==> src/rtl/mem_stage_cache_if.sv <==
// Main-memory bus between the MEM-stage data cache and the slow backing memory.
//   mem_req   : request held high until mem_ready
//   mem_we    : 1 = write, 0 = read
//   mem_addr  : word-aligned byte address
//   mem_wdata : write data
//   mem_rdata : read data, valid together with mem_ready
//   mem_ready : one-cycle completion pulse
// master = cache side, slave = memory side.
interface mem_stage_cache_if;
    logic        mem_req;
    logic        mem_we;
    logic [31:0] mem_addr;
    logic [31:0] mem_wdata;
    logic [31:0] mem_rdata;
    logic        mem_ready;

    modport master (
        output mem_req, mem_we, mem_addr, mem_wdata,
        input  mem_rdata, mem_ready
    );

    modport slave (
        input  mem_req, mem_we, mem_addr, mem_wdata,
        output mem_rdata, mem_ready
    );
endinterface

==> src/rtl/mem_stage_cache.sv <==
// MEM pipeline stage with a direct-mapped, write-back, write-allocate data cache
// of LINES one-word lines. Misses and dirty evictions go to main memory over the
// mem_bus handshake; a halt request flushes every dirty line before flush_done.
//
// Ports:
//   clk, reset            rising-edge clock, asynchronous active-high reset
//   ALU_result            load/store byte address, or ALU value for writeback
//   rt_data_in            store data
//   rd_num_in             destination register from EX
//   register_write_in     instruction writes the register file
//   register_src_in       00 ALU, 01 load, 10 link (inst_addr_in+8), 11 ALU
//   we_cache_in           store instruction
//   is_word_in            1 = word access, 0 = byte access
//   inst_addr_in          PC of the instruction
//   halted_in             level request to flush dirty lines
//   stall                 freeze upstream stages and hold this stage's inputs
//   wb_data, wb_rd_num,
//   wb_register_write     registered MEM/WB outputs
//   flush_done            high once the halt flush has completed
//   mem_bus               main-memory request/ready bus (master side)
//
// state       | meaning
// ------------+-----------------------------------------------------------
// ST_IDLE     | serve hits, detect misses and halt requests
// ST_WRITEBACK| write the dirty victim line back before refilling
// ST_REFILL   | read the missing word into the indexed line
// ST_FLUSH_SCAN| look at line ptr_q; dirty -> write it back, else advance
// ST_FLUSH_WB | write back line ptr_q, then clear its dirty bit
// ST_HALTED   | flush complete; terminal until reset
module mem_stage_cache #(
    parameter int LINES = 8
) (
    input  logic        clk,
    input  logic        reset,
    input  logic [31:0] ALU_result,
    input  logic [31:0] rt_data_in,
    input  logic [4:0]  rd_num_in,
    input  logic        register_write_in,
    input  logic [1:0]  register_src_in,
    input  logic        we_cache_in,
    input  logic        is_word_in,
    input  logic [31:0] inst_addr_in,
    input  logic        halted_in,
    output logic        stall,
    output logic [31:0] wb_data,
    output logic [4:0]  wb_rd_num,
    output logic        wb_register_write,
    output logic        flush_done,
    mem_stage_cache_if.master mem_bus
);

    localparam int IDX_W = $clog2(LINES);
    localparam int TAG_W = 30 - IDX_W;

    typedef enum logic [2:0] {
        ST_IDLE,
        ST_WRITEBACK,
        ST_REFILL,
        ST_FLUSH_SCAN,
        ST_FLUSH_WB,
        ST_HALTED
    } state_t;

    state_t state_q, state_d;
    logic [IDX_W-1:0] ptr_q, ptr_d;

    logic [LINES-1:0] valid_q;
    logic [LINES-1:0] dirty_q;
    logic [TAG_W-1:0] tag_q  [LINES];
    logic [31:0]      data_q [LINES];

    logic [IDX_W-1:0] idx;
    logic [TAG_W-1:0] tag;
    logic [1:0]       lane;
    logic             is_load;
    logic             access;
    logic             hit;
    logic             idle;

    logic [31:0] line_word;
    logic [7:0]  load_byte;
    logic [31:0] load_data;
    logic [31:0] store_word;
    logic [31:0] wb_sel;

    logic        fill_en;
    logic        store_en;
    logic        flush_clr;

    assign idx     = ALU_result[IDX_W+1:2];
    assign tag     = ALU_result[31:IDX_W+2];
    assign lane    = ALU_result[1:0];
    assign is_load = (register_src_in == 2'b01);
    assign access  = we_cache_in | is_load;
    assign hit     = valid_q[idx] & (tag_q[idx] == tag);
    assign idle    = (state_q == ST_IDLE);

    assign stall = ~idle | (access & ~hit & idle) | (halted_in & idle);

    // Little-endian byte lanes; byte loads sign-extend.
    always_comb begin
        line_word = data_q[idx];
        load_byte = line_word[7:0];
        case (lane)
            2'd0: load_byte = line_word[7:0];
            2'd1: load_byte = line_word[15:8];
            2'd2: load_byte = line_word[23:16];
            2'd3: load_byte = line_word[31:24];
            default: load_byte = line_word[7:0];
        endcase
        load_data = is_word_in ? line_word : {{24{load_byte[7]}}, load_byte};
    end

    always_comb begin
        store_word = line_word;
        if (is_word_in) begin
            store_word = rt_data_in;
        end else begin
            case (lane)
                2'd0: store_word[7:0]   = rt_data_in[7:0];
                2'd1: store_word[15:8]  = rt_data_in[7:0];
                2'd2: store_word[23:16] = rt_data_in[7:0];
                2'd3: store_word[31:24] = rt_data_in[7:0];
                default: store_word = line_word;
            endcase
        end
    end

    always_comb begin
        case (register_src_in)
            2'b01:   wb_sel = load_data;
            2'b10:   wb_sel = inst_addr_in + 32'd8;
            default: wb_sel = ALU_result;
        endcase
    end

    always_ff @(posedge clk or posedge reset) begin
        if (reset) begin
            state_q <= ST_IDLE;
            ptr_q   <= '0;
        end else begin
            state_q <= state_d;
            ptr_q   <= ptr_d;
        end
    end

    always_comb begin
        state_d            = state_q;
        ptr_d              = ptr_q;
        fill_en            = 1'b0;
        store_en           = 1'b0;
        flush_clr          = 1'b0;
        flush_done         = 1'b0;
        mem_bus.mem_req    = 1'b0;
        mem_bus.mem_we     = 1'b0;
        mem_bus.mem_addr   = 32'd0;
        mem_bus.mem_wdata  = 32'd0;

        case (state_q)
            ST_IDLE: begin
                // Halt wins over an access presented in the same cycle.
                if (halted_in) begin
                    state_d = ST_FLUSH_SCAN;
                    ptr_d   = '0;
                end else if (access) begin
                    if (hit) begin
                        store_en = we_cache_in;
                    end else if (valid_q[idx] && dirty_q[idx]) begin
                        state_d = ST_WRITEBACK;
                    end else begin
                        state_d = ST_REFILL;
                    end
                end
            end
            ST_WRITEBACK: begin
                mem_bus.mem_req   = 1'b1;
                mem_bus.mem_we    = 1'b1;
                mem_bus.mem_addr  = {tag_q[idx], idx, 2'b00};
                mem_bus.mem_wdata = data_q[idx];
                if (mem_bus.mem_ready) begin
                    state_d = ST_REFILL;
                end
            end
            ST_REFILL: begin
                mem_bus.mem_req  = 1'b1;
                mem_bus.mem_addr = {ALU_result[31:2], 2'b00};
                if (mem_bus.mem_ready) begin
                    fill_en = 1'b1;
                    state_d = ST_IDLE;
                end
            end
            ST_FLUSH_SCAN: begin
                if (dirty_q[ptr_q]) begin
                    state_d = ST_FLUSH_WB;
                end else if (ptr_q == IDX_W'(LINES - 1)) begin
                    state_d = ST_HALTED;
                end else begin
                    ptr_d = ptr_q + IDX_W'(1);
                end
            end
            ST_FLUSH_WB: begin
                mem_bus.mem_req   = 1'b1;
                mem_bus.mem_we    = 1'b1;
                mem_bus.mem_addr  = {tag_q[ptr_q], ptr_q, 2'b00};
                mem_bus.mem_wdata = data_q[ptr_q];
                // Back to scan with the same pointer; the now-clean line advances it.
                if (mem_bus.mem_ready) begin
                    flush_clr = 1'b1;
                    state_d   = ST_FLUSH_SCAN;
                end
            end
            ST_HALTED: begin
                flush_done = 1'b1;
            end
            default: begin
                state_d = ST_IDLE;
            end
        endcase
    end

    always_ff @(posedge clk or posedge reset) begin
        if (reset) begin
            valid_q <= '0;
            dirty_q <= '0;
            for (int i = 0; i < LINES; i++) begin
                tag_q[i] <= '0;
            end
        end else begin
            if (fill_en) begin
                valid_q[idx] <= 1'b1;
                dirty_q[idx] <= 1'b0;
                tag_q[idx]   <= tag;
            end
            if (store_en) begin
                dirty_q[idx] <= 1'b1;
            end
            if (flush_clr) begin
                dirty_q[ptr_q] <= 1'b0;
            end
        end
    end

    // Data array has no reset; valid bits gate every use of its contents.
    always_ff @(posedge clk) begin
        if (fill_en) begin
            data_q[idx] <= mem_bus.mem_rdata;
        end else if (store_en) begin
            data_q[idx] <= store_word;
        end
    end

    always_ff @(posedge clk or posedge reset) begin
        if (reset) begin
            wb_data           <= 32'd0;
            wb_rd_num         <= 5'd0;
            wb_register_write <= 1'b0;
        end else if (!stall) begin
            wb_data           <= wb_sel;
            wb_rd_num         <= rd_num_in;
            wb_register_write <= register_write_in;
        end else begin
            wb_register_write <= 1'b0;
        end
    end

endmodule

==> src/flat_wrapper.sv <==
// flat-port wrapper written by rule: the top's interface ports become plain ports
module mem_stage_cache_flat 
#(
    parameter int LINES = 8
)
  (clk, reset, ALU_result, rt_data_in, rd_num_in, register_write_in, register_src_in, we_cache_in, is_word_in, inst_addr_in, halted_in, stall, wb_data, wb_rd_num, wb_register_write, flush_done, mem_bus_mem_req, mem_bus_mem_we, mem_bus_mem_addr, mem_bus_mem_wdata, mem_bus_mem_rdata, mem_bus_mem_ready);
  mem_stage_cache_if mem_bus_i ();
  input  logic clk;
  input  logic reset;
  input  logic [31:0] ALU_result;
  input  logic [31:0] rt_data_in;
  input  logic [4:0] rd_num_in;
  input  logic register_write_in;
  input  logic [1:0] register_src_in;
  input  logic we_cache_in;
  input  logic is_word_in;
  input  logic [31:0] inst_addr_in;
  input  logic halted_in;
  output logic stall;
  output logic [31:0] wb_data;
  output logic [4:0] wb_rd_num;
  output logic wb_register_write;
  output logic flush_done;
  output wire logic [$bits(mem_bus_i.mem_req)-1:0] mem_bus_mem_req;
  output wire logic [$bits(mem_bus_i.mem_we)-1:0] mem_bus_mem_we;
  output wire logic [$bits(mem_bus_i.mem_addr)-1:0] mem_bus_mem_addr;
  output wire logic [$bits(mem_bus_i.mem_wdata)-1:0] mem_bus_mem_wdata;
  input wire logic [$bits(mem_bus_i.mem_rdata)-1:0] mem_bus_mem_rdata;
  input wire logic [$bits(mem_bus_i.mem_ready)-1:0] mem_bus_mem_ready;
  assign mem_bus_mem_req = mem_bus_i.mem_req;
  assign mem_bus_mem_we = mem_bus_i.mem_we;
  assign mem_bus_mem_addr = mem_bus_i.mem_addr;
  assign mem_bus_mem_wdata = mem_bus_i.mem_wdata;
  assign mem_bus_i.mem_rdata = mem_bus_mem_rdata;
  assign mem_bus_i.mem_ready = mem_bus_mem_ready;
  mem_stage_cache #(.LINES(LINES)) u_core (.clk(clk), .reset(reset), .ALU_result(ALU_result), .rt_data_in(rt_data_in), .rd_num_in(rd_num_in), .register_write_in(register_write_in), .register_src_in(register_src_in), .we_cache_in(we_cache_in), .is_word_in(is_word_in), .inst_addr_in(inst_addr_in), .halted_in(halted_in), .stall(stall), .wb_data(wb_data), .wb_rd_num(wb_rd_num), .wb_register_write(wb_register_write), .flush_done(flush_done), .mem_bus(mem_bus_i));
endmodule
==> config.mk <==
export PLATFORM = sky130hd
export DESIGN_NAME = mem_stage_cache_flat
export DESIGN_NICKNAME = d
export VERILOG_FILES = /design/src/rtl/mem_stage_cache_if.sv /design/src/rtl/mem_stage_cache.sv /design/src/flat_wrapper.sv
export SDC_FILE = /design/constraint.sdc
export NUM_CORES = 1
export LEC_CHECK = 0
export BUFFER_PORTS_ARGS = -buffer_cell sky130_fd_sc_hd__buf_2
export CELL_PAD_IN_SITES_DETAIL_PLACEMENT = 2
export CELL_PAD_IN_SITES_GLOBAL_PLACEMENT = 2
export CORE_MARGIN = 2
export CORE_UTILIZATION = 46
export CTS_CLUSTER_DIAMETER = 80
export CTS_CLUSTER_SIZE = 28
export DETAILED_ROUTE_END_ITERATION = 10
export GPL_ROUTABILITY_DRIVEN = 0
export PLACE_DENSITY_LB_ADDON = 0.1
export SYNTH_ARGS = -nofsm -noshare
export SYNTH_HDL_FRONTEND = slang
export SYNTH_SLANG_ARGS = --single-unit
==> constraint.sdc <==
create_clock -name clk -period 12.83 [get_ports clk]
set_input_delay 0.6415 -clock clk [delete_from_list [all_inputs] [get_ports clk]]
set_output_delay 0.6415 -clock clk [all_outputs]
set_load 0.02 [all_outputs]
==> impl.org <==
** Run status
- The flow ran to the end, and the final reports show no timing, DRC or antenna violations.

** Yosys
- Count of flip-flops with a built-in enable after synthesis :: 256
- After synthesis the netlist holds a flip-flop and latch count of 532.
- Of the total synthesized cell area, the portion taken by AND, OR, NAND and NOR gates is 6.14%.
- Number of distinct library cells after synthesis :: 79
- Summing the areas of all compound-gate instances in the mapped netlist gives 10.4% of the synthesized area.
- Post-synthesis mux area share :: 28.5%
- Cell count after synthesis :: 2241
- Counting flops with an async set or reset pin after synthesis yields a share of 51.9%.
- XOR/XNOR Fraction of Synth Area :: 1.38%
- After synthesis, the largest family of logic cells by area is multiplexers.
- In this run the cell area of the synthesized design comes to ~29000 um2.
- Synthesized-area fraction occupied by adder cells :: 0.215%
- Total number of yosys warnings :: 0
- Dominant register cell in the synthesized netlist :: dfrtp_1
- In this run the mean area of a mapped cell was around 13 um2.
- Of the synthesized area, sequential elements account for 50.0%.

** STA
- Max-slew violation count :: 0
- In this run the tightest slew margin relative to its limit is 9.08%.
- Final cycle utilization of the critical path :: 46.3%
- For the finished layout, the period the worst path requires is between 5000 and 6000 ps.
- Achievable clock frequency :: 168 MHz
- Setup repair after global routing left no endpoint under its margin.
- Post-Route Skew :: roughly 37 ps
- Final-layout setup total negative slack :: 0 ps
- Post-layout worst setup margin :: 6890 ps
- Setup violations remaining at the end of the flow were counted as 0.
- The hold violation count in the final report was 0.
- At the pin with the least slew margin, the transition time is 1360 ps.

** Placed design
- OpenSTA, run right after detailed placement, puts the worst setup slack at 6610 ps.
- Input and output buffers added on the ports amount to 245.
- Post-DP Area :: 31300 um2
- Estimated wirelength of the detail-placed design :: about 80000 um
- Cell count after placement :: 3213

** Cells and area
- Final layout net count :: 2552
- The finished cells cover 32500 um2.
- The area growth from synthesis to layout is 11.6%.
- Leaving out fill and tap cells, the most frequent cell in the layout is mux2_2.
- Most frequent cells in the layout :: 321 x mux2_2, 273 x dfrtp_1, 256 x edfxtp_1
- For this run, the number of standard cells in the final layout without fillers is 3279.
- Share of post-route cells with drive strength above 1 :: 36.5%

** Worst setup path
- Type of destination of the critical path :: primary output
- Startpoint types :: input port
- The worst register-to-register path has a setup slack of 8260 ps.
- Crit path arrival time :: ~5300 ps
- Critical Path Start :: ALU_result[3]
- By startpoint and endpoint, the worst setup path is classified as in2out.
- Required time at the worst-slack endpoint :: 12190 ps
- Biggest fanout along the worst timing path :: 51
- The startpoint identified for the worst register-to-register timing path is u_core.tag_q[177].

** Global route
- Entering global routing, the biggest net connects 98 pins.
- The initial antenna violation count came to 5.
- The first global-routing pass estimated 172000 um of wire.
- The via count of the first global-routing pass is 24500.
- Summed over all layers, the global routing overflow is 0.
- Global router's overall resource usage :: 36.0%

** Clocking
- Clock root buffer master :: clkbuf_16
- Bufs on Longest Clock Path :: 3
- Number of hold buffers added after cts :: 0
- Clock tree synthesis inserted a total of 36 buffers.
- Number of sinks handled by clock tree synthesis :: between 500 and 600
- The number of gates resized after CTS was 0.
- After clock tree synthesis, the setup repair step added 0 buffers.
- Clock latency at the later pin of the worst-skew pair :: 610 ps
- TritonCTS built the clock tree.
- The H-tree was split into 2 levels.
- Clock-pin slew on the worst setup and hold paths :: 80 ps

** Floorplan
- Die area :: 65400 um2
- The initialized floorplan defines 92 standard-cell rows.
- From left edge to right edge, the die measures 256 um.
- Height of the chip :: around 260 um
- Pin placement for this block handled 248 I/O pins.
- The initial utilization of the core area, before any placement, comes to 46.4%.
- Floorplan core area :: 62900 um2

** Detailed routing
- # DRC :: 0
- Summed over all layers, the routed wires come to 119000 um.
- Average vias per placed instance :: 6.79
- Drt first pass iters :: 5
- Average wire per standard cell :: 36.2 um
- Drt initial violations :: 2154
- Detailed routing inserted a total of 22300 vias.
- Post-DRT Antenna Nets :: 0

** Run
- Max-cap violations in this run came to 0.

** Power and ir drop
- Power spread over the standard cell area amounts to 194 nW/um2.
- Static leakage :: 12.8 nW
- Maximum VDD drop :: roughly 0.00013 V

** Worst hold path
- Worst min-delay path category :: in2async
-- final cells by class --
class | instances | area, um2
sequential | 532 | 14600
antenna | 2 | 5.00
inverter | 21 | 86.3
tap | 846 | 1060
clock buffer | 41 | 961
timing repair buffer | 321 | 1810
clock inverter | 23 | 322
multi-input combinational | 1493 | 13700
fill | 6011 | 30300
-- report_power, final --
part           internal [mW]  leakage, nW  total (mW)  switching [mW]
clock network          0.606        0.614        1.32           0.715
registers               2.19         5.86        2.59           0.400
logic                   1.12         6.34        2.41            1.29
-- flip-flops by register name, summed over array words and instances (netlist names) --
register and cells:
u_core.valid_q 8, u_core.wb_register_write 1, u_core.wb_data 32, u_core.tag_q 216, u_core.data_q 256, u_core.dirty_q 8
u_core.wb_rd_num 5, u_core.state_q 3, u_core.ptr_q 3
-- cells by family (layout without fill, tap and decap cells) --
kind of cell    after synthesis  after routing
compound gates              456            456
other cells                   1              4
flops                       532            532
fa+ha+maj                     5              5
buf+inv                     217            406
simple gates                375            375
xor+xnor                     46             46
mux                         609            609
-- critical path, stage by stage --
cell,delay (ps)
buf_4,610
buf_4,780
nand2_1,630
o22ai_1,450
or3_1,170
nand3_1,90
nor4_1,430
nand4_2,320
o21bai_4,200
buf_4,500
inv_1,110
buf_2,190
-- through the flow --
stage	total power, mW	hold WS (ps)	util [%]
after global placement	4.85	447	49.7
after floorplan	4.12	428	-
final	6.32	176	51.8
after CTS	6.32	198	51.8
after global routing	6.57	238	51.8
after detailed placement	4.98	459	49.7
-- final timing paths --
check	cells after the start	to
max	12	stall
min in group clk	2	u_core.wb_rd_num[3]
min reg2reg	1	u_core.valid_q[0]
max in group asynchronous	4	u_core.wb_data[6]
min	2	u_core.tag_q[4]
max reg2reg	10	u_core.data_q[6][16]
-- cells in the mapped netlist, drive strengths merged, types with 3 or more instances --
cell type	count	area, um2
nand4	13	103
a221oi	34	304
nand3	20	100
nor2	69	259
mux2i	136	1370
nor3b	3	27.5
a221o	8	80.1
a22o	33	289
edfxtp	256	7690
o22a	4	35.0
nor2b	34	213
xnor2	26	228
or3	7	43.8
buf	76	450
dfrtp	276	6910
mux2	331	3730
mux4	142	3200
nor3	21	116
inv	19	71.3
nand2b	15	93.8
o211ai	4	30.0
a22oi	58	435
xor2	20	175
and2	7	43.8
nor4	5	52.6
a32oi	3	26.3
ha	5	62.6
a211oi	8	60.1
a21oi	91	485
or2	4	25.0
o221ai	4	35.0
clkbuf	120	450
o21ai	119	596
and3	5	31.3
nand2	165	622
a31oi	3	25.0
a21boi	7	60.1
o22ai	60	382
-- metal layers --
layer  vias up  GRT usage (%)  wire length [um]
met5         -              0                35
met4         6           18.6              6700
met3       331           6.12              7850
met2      1031           60.6             58400
met1     11900           44.6             45700
li1       8953              -                 -
(Power assumes the default switching activity.)
